### src/rtl/req_gnt_monitor.sv
// Per-channel req->gnt latency checker with aggregate saturating event counters.
// Optional: define REQ_GNT_MON_EARLY_FAIL_EN to flag grants arriving before MIN_LAT as failures.

module req_gnt_chan #(
  parameter int MIN_LAT = 1,
  parameter int MAX_LAT = 2
) (
  input  logic clk,
  input  logic rst,
  input  logic clear,
  input  logic i_req,
  input  logic i_gnt,
  output logic o_trig,
  output logic o_pass,
  output logic o_fail,
  output logic o_pass_pulse,
  output logic o_fail_pulse,
  output logic o_pending
);
  typedef enum logic {S_IDLE, S_WAIT} state_t;

  localparam logic [7:0] MIN_K = 8'(MIN_LAT);
  localparam logic [7:0] MAX_K = 8'(MAX_LAT);

  state_t     r_state;
  logic [7:0] r_k;
  logic [7:0] w_k;

  // w_k is the distance this edge represents once the wait has started
  assign w_k       = r_k + 8'd1;
  assign o_pending = (r_state == S_WAIT);

  always_comb begin
    o_trig = (r_state == S_IDLE) && i_req;
    o_pass = (r_state == S_WAIT) && i_gnt && (w_k >= MIN_K) && (w_k <= MAX_K);
`ifdef REQ_GNT_MON_EARLY_FAIL_EN
    o_fail = (r_state == S_WAIT) && (((w_k == MAX_K) && !i_gnt) || (i_gnt && (w_k < MIN_K)));
`else
    o_fail = (r_state == S_WAIT) && (w_k == MAX_K) && !i_gnt;
`endif
  end

  always_ff @(posedge clk or posedge rst) begin
    if (rst) begin
      r_state      <= S_IDLE;
      r_k          <= '0;
      o_pass_pulse <= 1'b0;
      o_fail_pulse <= 1'b0;
    end else if (clear) begin
      r_state      <= S_IDLE;
      r_k          <= '0;
      o_pass_pulse <= 1'b0;
      o_fail_pulse <= 1'b0;
    end else begin
      o_pass_pulse <= o_pass;
      o_fail_pulse <= o_fail;
      case (r_state)
        S_IDLE: begin
          if (o_trig) begin
            r_state <= S_WAIT;
            r_k     <= '0;
          end
        end
        S_WAIT: begin
          // req is deliberately not looked at here: no retrigger on the resolving edge
          if (o_pass || o_fail) begin
            r_state <= S_IDLE;
            r_k     <= '0;
          end else begin
            r_k <= w_k;
          end
        end
        default: r_state <= S_IDLE;
      endcase
    end
  end
endmodule

module req_gnt_monitor #(
  parameter int NCH     = 4,
  parameter int MIN_LAT = 1,
  parameter int MAX_LAT = 2,
  parameter int CNT_W   = 16
) (
  input  logic             clk,
  input  logic             rst,
  input  logic             clear,
  input  logic [NCH-1:0]   req,
  input  logic [NCH-1:0]   gnt,
  output logic [NCH-1:0]   pass_pulse,
  output logic [NCH-1:0]   fail_pulse,
  output logic [NCH-1:0]   pending,
  output logic [CNT_W-1:0] trig_cnt,
  output logic [CNT_W-1:0] pass_cnt,
  output logic [CNT_W-1:0] fail_cnt,
  output logic             vacuous
);
  logic [NCH-1:0]   w_trig, w_pass, w_fail;
  logic [CNT_W-1:0] r_trig_cnt, r_pass_cnt, r_fail_cnt;

  for (genvar i = 0; i < NCH; i++) begin : g_chan
    req_gnt_chan #(.MIN_LAT(MIN_LAT), .MAX_LAT(MAX_LAT)) u_chan (
      .clk          (clk),
      .rst          (rst),
      .clear        (clear),
      .i_req        (req[i]),
      .i_gnt        (gnt[i]),
      .o_trig       (w_trig[i]),
      .o_pass       (w_pass[i]),
      .o_fail       (w_fail[i]),
      .o_pass_pulse (pass_pulse[i]),
      .o_fail_pulse (fail_pulse[i]),
      .o_pending    (pending[i])
    );
  end

  function automatic logic [5:0] popc(input logic [NCH-1:0] v);
    popc = '0;
    for (int i = 0; i < NCH; i++) popc = popc + 6'(v[i]);
  endfunction

  // Sum in a wider domain so a multi-channel burst cannot wrap past the ceiling
  function automatic logic [CNT_W-1:0] sat_add(input logic [CNT_W-1:0] a, input logic [5:0] b);
    logic [CNT_W+6:0] s;
    s = {7'd0, a} + {{(CNT_W+1){1'b0}}, b};
    sat_add = (s > {7'd0, {CNT_W{1'b1}}}) ? {CNT_W{1'b1}} : s[CNT_W-1:0];
  endfunction

  always_ff @(posedge clk or posedge rst) begin
    if (rst) begin
      r_trig_cnt <= '0;
      r_pass_cnt <= '0;
      r_fail_cnt <= '0;
    end else if (clear) begin
      r_trig_cnt <= '0;
      r_pass_cnt <= '0;
      r_fail_cnt <= '0;
    end else begin
      r_trig_cnt <= sat_add(r_trig_cnt, popc(w_trig));
      r_pass_cnt <= sat_add(r_pass_cnt, popc(w_pass));
      r_fail_cnt <= sat_add(r_fail_cnt, popc(w_fail));
    end
  end

  assign trig_cnt = r_trig_cnt;
  assign pass_cnt = r_pass_cnt;
  assign fail_cnt = r_fail_cnt;
  assign vacuous  = (r_trig_cnt == '0);
endmodule

### config.mk
export PLATFORM = sky130hd
export DESIGN_NAME = req_gnt_monitor
export DESIGN_NICKNAME = d
export VERILOG_FILES = /design/src/rtl/req_gnt_monitor.sv
export SDC_FILE = /design/constraint.sdc
export NUM_CORES = 1
export LEC_CHECK = 0
export ABC_CLOCK_PERIOD_IN_PS = 6600
export CORE_UTILIZATION = 40
export CTS_BUF_LIST = sky130_fd_sc_hd__clkbuf_8
export CTS_CLUSTER_DIAMETER = 150
export CTS_CLUSTER_SIZE = 10
export DETAILED_ROUTE_END_ITERATION = 10
export GPL_TIMING_DRIVEN = 0
export PLACE_DENSITY = 0.67
export RECOVER_POWER = 100
export SKIP_CTS_REPAIR_TIMING = 1
export SLEW_MARGIN = 20
export SYNTH_ARGS = -nofsm -noshare
export SYNTH_HDL_FRONTEND = slang
export SYNTH_SLANG_ARGS = --single-unit
export TNS_END_PERCENT = 5
### constraint.sdc
create_clock -name clk -period 6.6 [get_ports clk]
set_clock_uncertainty 0.2 [all_clocks]
set_input_delay 1.32 -clock clk [delete_from_list [all_inputs] [get_ports clk]]
set_output_delay 1.32 -clock clk [all_outputs]
set_load 0.05 [all_outputs]
==> impl_metrics.toml <==
[route]
first_iter_violations = 257
num_vias = 4609
ant_nets = 0
first_pass_iters = 7
drc = 0
wl_per_cell_um = 14.9
wl_um = 12800
vias_per_cell = 5.36

[worst_setup_path]
rr_startpoint = "g_chan[0].u_chan.r_k[0]"
criticalPathCategory = "in2reg"
arrival_ps = 5040
startpoint_type = "primary input"
crit_required_ps = 6700
endpoint_kind = "register"
cp_max_fo = 10
startpoint = "gnt[0]"

[placement]
hpwl_um = 9350
gp_congestion = 0.832
portBuffers = 70
dp_cells = 844

[layout]
final_cells = 860
finish.net_count = 718
num_antenna_cells = 0
drive_gt1_share_pct = 7.46
final_core_util_pct = 49.9
area_growth_syn_to_layout_pct = 20.3

[sta]
final_hold_viol_count = 0
fmax_ghz = 0.202
finalCritPeriodShare_pct = 74.9
grt_setup_unrepaired = "no"
slew_headroom_pct = -15.5
tns_ps = 0
worst_pin_slew_ps = 1720
slew_viol_final = 36
setup_violations = 0
min_period_ps = 4940

[power]
total_power_uw = 1460
power_leakage_uw = 0.00305
power_density_nw_per_um2 = 219
ir_drop_v = 0.0000778

[clocking]
cts_tree = "yes"
numCtsBuffers = 9
clkTransAtPathRegs_ps = 90
cts-htree-levels = 3
insertion_delay_ps = 380
cts.sinks = 92
cts.path.max_buffers = 2
clock-root-buffer = "clkbuf_8"

[global_routing]
grt_pass1_wl_um = 21700
antenna_found_initial = 0
grt_use_total_pct = 19.1
grt_pass1_vias = 4494
grt_max_degree = 58
grt_overflow = 0

[outcome]
violations = "capacitance limit, slew limit"
outcome = "finished, violations left"

[logic_synthesis]
seq_area_frac_synth_pct = 41.5
ys_seq_elements = 92
synth-main-ff-cell = "dfrtp_1"
syn_nets = 636
netlist_instances = 597
yosysWarnings = 0
syn_avg_cell_area_sq_um = 9.30
async_flop_share_pct = 100
synth_area_sq_um = 5550
yosysUniqueCellTypes = 66
synth-edff-count = 0

[floorplan]
core_sq_um = 13400
start_util_pct = 41.4
die_x_um = 120
pin_count = 72
num_rows = 42
die_area_sq_um = 14400
chipHeight_um = 120

[job]
cap_violations = 1

[min_path]
hold_start = "g_chan[0].u_chan.r_k[7]"
hold_path_class = "reg2reg"
==> placed cells by master (no fill, tap or decap), types with 5 or more instances in the layout <==
master         synthesis  layout
a21oi_1               52      52
a31oi_1               11      11
and3_1                14      14
and3b_1                6       6
and4_1                 5       5
buf_4                 15      14
clkbuf_1              11      15
clkbuf_8               0      12
dfrtp_1               92      92
dlygate4sd3_1          0      66
fa_1                   8       8
ha_1                  20      20
inv_1                 31      30
nand2_1               55      55
nand2b_1               7       7
nand3_1               27      31
nand4_1               14      14
nor2_1                33      34
nor2b_1                8       8
nor3_1                20      20
nor3b_1                6       9
nor4_1                 8       8
o21ai_0               26      28
or3_1                  5       5
xnor2_1               21      21
xor2_1                24      24
==> stage by stage <==
step	area (sq um)	hold slack, ps	worst slack [ps]
floorplan	5550	269	2530
global placement	6470	287	1170
detailed placement	6510	300	1560
CTS	6740	321	1960
global route	6680	381	1330
finish	6680	316	1660
==> where the power goes <==
part	total [uW]	leakage (uW)	switching, uW	internal, uW
Clock	447	0.000122	204	243
Combinational	382	0.00166	250	132
Sequential	634	0.00127	41.8	592
==> logic make-up after synthesis <==
kind of cell	synth area share (%)
mux	0.969
compound gates	13.6
xor+xnor	7.39
buf+inv	5.41
flops	41.5
fa+ha+maj	7.39
simple gates	23.8
==> path summary, 6_finish.rpt <==
check                           cells past startpoint  slack [ps]                 endpoint
worst min-delay path                                2         320  g_chan[0].u_chan.r_k[7]
max in group asynchronous                           3        3690             fail_cnt[13]
worst max register to register                     16        1950             fail_cnt[11]
worst max-delay path                               15        1660              pass_cnt[3]
worst min register to register                      2         320  g_chan[0].u_chan.r_k[7]
min in group asynchronous                           2        1610  g_chan[2].u_chan.r_k[6]
==> Yosys cell counts, types with 7 or more instances <==
cell      count  area share [%]
dfrtp_1      92              41
nand2_1      55             3.7
a21oi_1      52             4.7
nor2_1       33             2.2
inv_1        31             2.1
nand3_1      27             2.4
o21ai_0      26             2.3
xor2_1       24             3.8
xnor2_1      21             3.3
ha_1         20             4.5
nor3_1       20             1.8
buf_4        15             2.0
and3_1       14             1.6
nand4_1      14             1.6
a31oi_1      11             1.2
clkbuf_1     11            0.74
fa_1          8             2.9
nor2b_1       8            0.90
nor4_1        8            0.90
nand2b_1      7            0.79
==> worst max-delay path, stage by stage <==
cell	delay (ps)
dlygate4sd3_1	630
o21ai_0	130
a21oi_1	230
nand4_1	180
xnor2_1	180
ha_1	290
fa_1	190
inv_1	60
fa_1	390
and3b_1	270
and4_1	190
clkbuf_1	260
nand3_1	240
clkbuf_1	280
a21oi_1	190
==> state kept, by name, indices dropped and copies added (netlist names) <==
register / flops
g_chan.u_chan.r_k: 32
g_chan.u_chan.o_pending: 4
g_chan.u_chan.o_pass_pulse: 4
trig_cnt: 16
g_chan.u_chan.o_fail_pulse: 4
fail_cnt: 16
pass_cnt: 16
==> layer usage <==
| layer | up-vias | part of all wire (%) | track usage [%] |
|---|---|---|---|
| met5 | - | 0 | 0 |
| li1 | 2257 | - | - |
| met2 | 87 | 48 | 31.4 |
| met1 | 2255 | 47 | 25.4 |
| met3 | 10 | 3.4 | 2.52 |
| met4 | 0 | 1.6 | 7.73 |
==> final cells by class <==
class / instances / area (sq um)
timing repair buffer: 71 / 728
multi-input combinational: 442 / 2900
inverter: 31 / 118
clock inverter: 4 / 70.1
tap: 176 / 220
fill: 1267 / 6720
clock buffer: 12 / 165
buffer: 32 / 176
sequential: 92 / 2300
No activity file was read; power rests on OpenSTA's default activity.
